`src/rtl/pipeline_btb.sv`:
```
// Direct-mapped branch target buffer with saturating direction counters and
// update/mispredict statistics. Lookup is combinational; updates land on clk.
module pipeline_btb #(
    parameter int ADDR_W  = 32,
    parameter int ENTRIES = 16,
    parameter int IDX_W   = 4,
    parameter int CTR_W   = 2,
    parameter int STAT_W  = 16
) (
    input  logic              clk,
    input  logic              reset,
    input  logic [ADDR_W-1:0] lookup_pc,
    output logic              pred_hit,
    output logic              pred_taken,
    output logic [ADDR_W-1:0] pred_next_pc,
    input  logic              upd_valid,
    input  logic [ADDR_W-1:0] upd_pc,
    input  logic              upd_taken,
    input  logic [ADDR_W-1:0] upd_target,
    input  logic              upd_pred_taken,
    input  logic [ADDR_W-1:0] upd_pred_next_pc,
    input  logic              flush_all,
    output logic [STAT_W-1:0] stat_updates,
    output logic [STAT_W-1:0] stat_mispredict
);

    localparam int TAG_W = ADDR_W - IDX_W - 2;
    localparam logic [CTR_W-1:0] CTR_INIT = CTR_W'(1) << (CTR_W - 1);

    logic              valid_q  [ENTRIES];
    logic [TAG_W-1:0]  tag_q    [ENTRIES];
    logic [ADDR_W-1:0] target_q [ENTRIES];
    logic [CTR_W-1:0]  ctr_q    [ENTRIES];

    logic [STAT_W-1:0] stat_updates_q;
    logic [STAT_W-1:0] stat_mispredict_q;

    logic [IDX_W-1:0]  lk_idx;
    logic [TAG_W-1:0]  lk_tag;
    logic [IDX_W-1:0]  up_idx;
    logic [TAG_W-1:0]  up_tag;
    logic              up_hit;
    logic [ADDR_W-1:0] up_expected;
    logic              mispredict;

    always_comb begin
        lk_idx       = lookup_pc[IDX_W+1:2];
        lk_tag       = lookup_pc[ADDR_W-1:IDX_W+2];
        pred_hit     = valid_q[lk_idx] && (tag_q[lk_idx] == lk_tag);
        pred_taken   = pred_hit && ctr_q[lk_idx][CTR_W-1];
        pred_next_pc = pred_taken ? target_q[lk_idx] : lookup_pc + ADDR_W'(4);
    end

    // upd_pred_taken is implied by upd_pred_next_pc; only the PC is compared.
    always_comb begin
        up_idx      = upd_pc[IDX_W+1:2];
        up_tag      = upd_pc[ADDR_W-1:IDX_W+2];
        up_hit      = valid_q[up_idx] && (tag_q[up_idx] == up_tag);
        up_expected = upd_taken ? upd_target : upd_pc + ADDR_W'(4);
        mispredict  = upd_valid && (up_expected != upd_pred_next_pc);
    end

    always_ff @(posedge clk or negedge reset) begin
        if (!reset) begin
            for (int unsigned i = 0; i < ENTRIES; i++) begin
                valid_q[i]  <= 1'b0;
                tag_q[i]    <= '0;
                target_q[i] <= '0;
                ctr_q[i]    <= '0;
            end
        end else if (flush_all) begin
            for (int unsigned i = 0; i < ENTRIES; i++) begin
                valid_q[i] <= 1'b0;
            end
        end else if (upd_valid) begin
            if (up_hit) begin
                if (upd_taken) begin
                    target_q[up_idx] <= upd_target;
                    if (ctr_q[up_idx] != '1)
                        ctr_q[up_idx] <= ctr_q[up_idx] + CTR_W'(1);
                end else if (ctr_q[up_idx] != '0) begin
                    ctr_q[up_idx] <= ctr_q[up_idx] - CTR_W'(1);
                end
            end else if (upd_taken) begin
                valid_q[up_idx]  <= 1'b1;
                tag_q[up_idx]    <= up_tag;
                target_q[up_idx] <= upd_target;
                ctr_q[up_idx]    <= CTR_INIT;
            end
        end
    end

    // Statistics survive flush_all and saturate at all-ones.
    always_ff @(posedge clk or negedge reset) begin
        if (!reset) begin
            stat_updates_q    <= '0;
            stat_mispredict_q <= '0;
        end else begin
            if (upd_valid && stat_updates_q != '1)
                stat_updates_q <= stat_updates_q + STAT_W'(1);
            if (mispredict && stat_mispredict_q != '1)
                stat_mispredict_q <= stat_mispredict_q + STAT_W'(1);
        end
    end

    assign stat_updates    = stat_updates_q;
    assign stat_mispredict = stat_mispredict_q;

endmodule

```
`config.mk`:
```
export PLATFORM = sky130hd
export DESIGN_NAME = pipeline_btb
export DESIGN_NICKNAME = d
export VERILOG_FILES = /design/src/rtl/pipeline_btb.sv
export SDC_FILE = /design/constraint.sdc
export NUM_CORES = 2
export LEC_CHECK = 0
export CORE_MARGIN = 2
export CORE_UTILIZATION = 61
export DETAILED_ROUTE_END_ITERATION = 6
export DONT_BUFFER_PORTS = 1
export PLACE_DENSITY = 0.76
export SKIP_LAST_GASP = 1
export SLEW_MARGIN = 20
export SYNTH_ARGS = -nofsm -noshare
export SYNTH_HDL_FRONTEND = slang
export SYNTH_SLANG_ARGS = --single-unit
```
`constraint.sdc`:
```
create_clock -name clk -period 16.16 [get_ports clk]
set_input_delay 3.232 -clock clk [delete_from_list [all_inputs] [get_ports clk]]
set_output_delay 3.232 -clock clk [all_outputs]
set_load 0.02 [all_outputs]
```
==> metrics list <==
- Chip Width: 298 µm
- The routed layout has 33700 vias.
- For this design, the CTS-stage hold fixing added 0 buffers.
- In this run the vertical extent of the chip is 298 µm.
- Number of global-route vias before repair: 35000
* Async SR Flop Fraction: 100%
* Crit path cell chain: mux4_2, mux4_2, xnor2_1, nand4_1, nor4b_1, nand4bb_1, nor4_4, buf_4, mux2i_1
- At the end of routability-driven placement, the weighted congestion stood at 0.959.
- Startpoint type of the worst setup path: input port
* Maximum resistive drop on vdd: 0.0000873 V
* GRT Util Overall: 35.6%
- Area of the die: 89100 µm²
- Cell area after synthesis: 52900 µm²
- Setup violators final: 0
- For the worst-skew pair, the clock arrives at the later sink with an insertion delay of 0.68 ns.
- The worst path uses 61.5% of the clock period.
- Number of synthesized register bits: 1008
- Count of TritonRoute iterations in the first routing pass: 6
- Slew of the pin with the lowest slew margin: 1.14 ns
* First-pass GRT wire length: 234000 µm
* Tmin final: 9.94 ns
- Largest net degree at the start of global routing: 1009
- In this run the clock root is driven by a clkbuf_16.
* Area growth, synth to finish: 7.70%
* Clock tree buffer depth: 3
- STA puts the critical path data arrival time at 6.71 ns.
- After clock tree synthesis, the clock-pin slew on the worst setup and hold paths is 0.06 ns.
* Final setup TNS: 0 ns
- For this run, the number of Yosys warnings is 0.
- 1st-iter DRT viols: 3642
* Worst min path class: register to register
* ANT nets after route: 0
* Hold Worst Slack: 0.484 ns
- The layout has 5855 filler cells.
- After detailed routing, the number of vias per cell comes to 7.14.
* Number of core rows: 107
- Counting every sink on the clock net gives 1008.
- Highest fanout seen on the critical path: 244
- Largest delay contributor family on the critical path: multiplexers
* Type of destination of the critical path: output pin
- For this design the ratio of total power to cell area is 114 nW/µm².
- The wire-length estimate of the detail-placed layout is 94100 µm.
- Worst Reg-to-Reg Cells: 8
- Final Hold Fails: 0
- Status: finished, final reports clean
* Endpoint required time on the critical path: 12.93 ns
- Synthesized instance count: 3648
- Critical path depth in cells: 9
* Core Footprint: 85500 µm²
- Setup repair after global routing left no endpoint under its margin.
- When the netlist entered floorplanning its net count stood at 3791.
- The worst hold path passes through 2 cells.
- Highest clock frequency the design can meet: 101 MHz
- Slowest Stage Delay on Critical Path: 0.57 ns
- The total count of max-transition violations in the final report came to 0.
- Summing the sequential cell areas from Yosys gives 47.7% of the chip area.
- Type of the worst setup path: input port to output pin
* Max_cap viols: 0
- Worst-case setup margin in the final layout: 6.22 ns
* Cts bufs inserted: 103
* Post-Place Worst Slack: 6.28 ns
* Initial Utilization: 61.8%
- Number of distinct library cells after synthesis: 84
* Antenna violations before repair: 9
* Gates resized, CTS repair: 0
- Count of input and output buffers: 0
* Synth Area per Inst: 14.5 µm²
* Number of levels the H-tree was split into: 3
* Clock tree skew after final layout: 0.0173 ns
- Net count of the finished layout: 3623
- DRT Wirelength: 157000 µm
* TritonCTS clock tree: done
- Routed WL per cell: 33.4 µm
* LEAKAGE: 0.0254 µW
- Setup fix buffers added after clock tree synthesis: 0
- Headroom to the max-slew limit came out at 22.8%.
- In the synthesized netlist the dominant register cell turns out to be dfrtp_1.
* Worst-path cell with the longest stage delay: mux4_2
- Number of DRC violations after detailed routing: 0
- Number of enable flip-flop cells after synthesis: 0
- 200 I/O pins were placed.
* Buffers and inverters on the worst path: 1
* Fraction of final layout cells sized beyond drive strength 1: 45.6%
* Most numerous cell on the critical path: mux4_2
* Overflow left after global routing: 0
-- sequential cells by signal, indices dropped and copies added, names as in the netlist --
register,cells
ctr_q,32
target_q,512
valid_q,16
stat_mispredict,16
tag_q,416
stat_updates,16
-- power breakdown --
group / internal [µW] / switching [µW]
clock: 1410 / 1020
combinational: 572 / 372
sequential: 2860 / 245
-- path summary, 6_finish.rpt --
kind	from	slack, ns	end
setup reg to reg	tag_q[4]$_DFFE_PN0P_	11.54	ctr_q[7]$_DFFE_PN0P_
max in group asynchronous	reset	10.94	tag_q[148]$_DFFE_PN0P_
setup / recovery	lookup_pc[2]	6.22	pred_next_pc[2]
hold / removal	target_q[233]$_DFFE_PN0P_	0.48	target_q[233]$_DFFE_PN0P_
min in group asynchronous	reset	2.24	target_q[486]$_DFFE_PN0P_
hold reg to reg	target_q[233]$_DFFE_PN0P_	0.48	target_q[233]$_DFFE_PN0P_
-- final cells by class --
cell class,instances,area (µm²),share of cell area [%]
Inverter,42,158,0.277
Sequential cell,1008,25200,44.3
Antenna cell,6,15.0,0.0264
Clock buffer,153,2990,5.24
Clock inverter,38,458,0.804
Multi-Input combinational cell,2279,26200,46.0
Tap cell,1144,1430,2.51
Timing Repair Buffer,46,465,0.817
-- cell usage after synthesis (9+ instances only) --
library cell	count	area share [%]
mux2_2	983	21
a21oi_1	32	0.30
o22ai_2	12	0.28
nor4_1	13	0.15
a21o_1	18	0.26
dfrtp_1	1008	48
nand4_1	32	0.38
xnor2_1	114	1.9
nor2_2	13	0.15
a221oi_1	12	0.20
clkbuf_1	192	1.4
o22ai_1	15	0.18
mux4_2	371	16
o21ai_0	39	0.37
nand3_1	41	0.39
inv_1	39	0.28
a22oi_1	11	0.16
nor2b_1	23	0.27
buf_4	14	0.20
and4_1	12	0.20
a211oi_1	19	0.27
nor3_1	19	0.18
a31oi_1	12	0.14
buf_1	26	0.18
ha_1	9	0.21
mux2i_1	103	1.9
buf_6	13	0.28
nor2_1	52	0.37
buf_2	74	0.70
and3_1	20	0.24
xor2_1	57	0.94
nand2_1	119	0.84
-- cells by family after synthesis --
family,share of synthesized area (%)
and+or+nand+nor,4.05
xor gates and xnor gates,2.91
buffers and inverters,3.02
DFF,47.7
adders and majority gates,0.213
AOI/OAI and AO/OA,3.27
muxes,38.8
-- metrics by stage --
stage	power [µW]	instance area [µm²]	util, %	cells
6_report	6470	57000	66.6	4716
5_1_grt	6710	56900	66.6	4710
4_1_cts	6440	56800	66.4	4704
3_5_place_dp	4020	53300	62.3	4513
3_3_place_gp	3940	53300	62.3	4513
2_1_floorplan	3850	52900	-	3648
-- metal layers --
metal  track usage [%]  part of all wire [%]  vias up
met2              52.7                    45     1897
met5                 0                 0.017        -
met1              49.3                    39    18000
met4              12.1                   3.2        4
li1                  -                     -    13400
met3              12.9                    13      354
-- cells in the final DEF, fill, tap and decap left out, types with 13 or more instances in the layout --
cell	n
nor4_1	13
nor2_4	19
mux2i_1	103
nand3_1	41
clkinv_2	20
mux2_2	983
a21o_1	18
clkbuf_8	20
dfrtp_1	1008
clkbuf_16	104
nand2_1	107
o21ai_0	39
xnor2_1	114
nor3_1	19
mux4_2	371
clkbuf_1	29
a21oi_1	32
nor2b_1	23
nor2_1	46
o22ai_1	15
and3_1	20
a211oi_1	19
xor2_1	57
buf_4	40
nand4_1	32
inv_1	39
-- tightest hold or removal path: cells and delay by family, from the launching register on --
kind	cells	cell delay [ns]
AOI/OAI and AO/OA	1	0.06
DFF	1	0.34
and+or+nand+nor	1	0.04
Note: power is estimated with default switching activity, not from simulation.
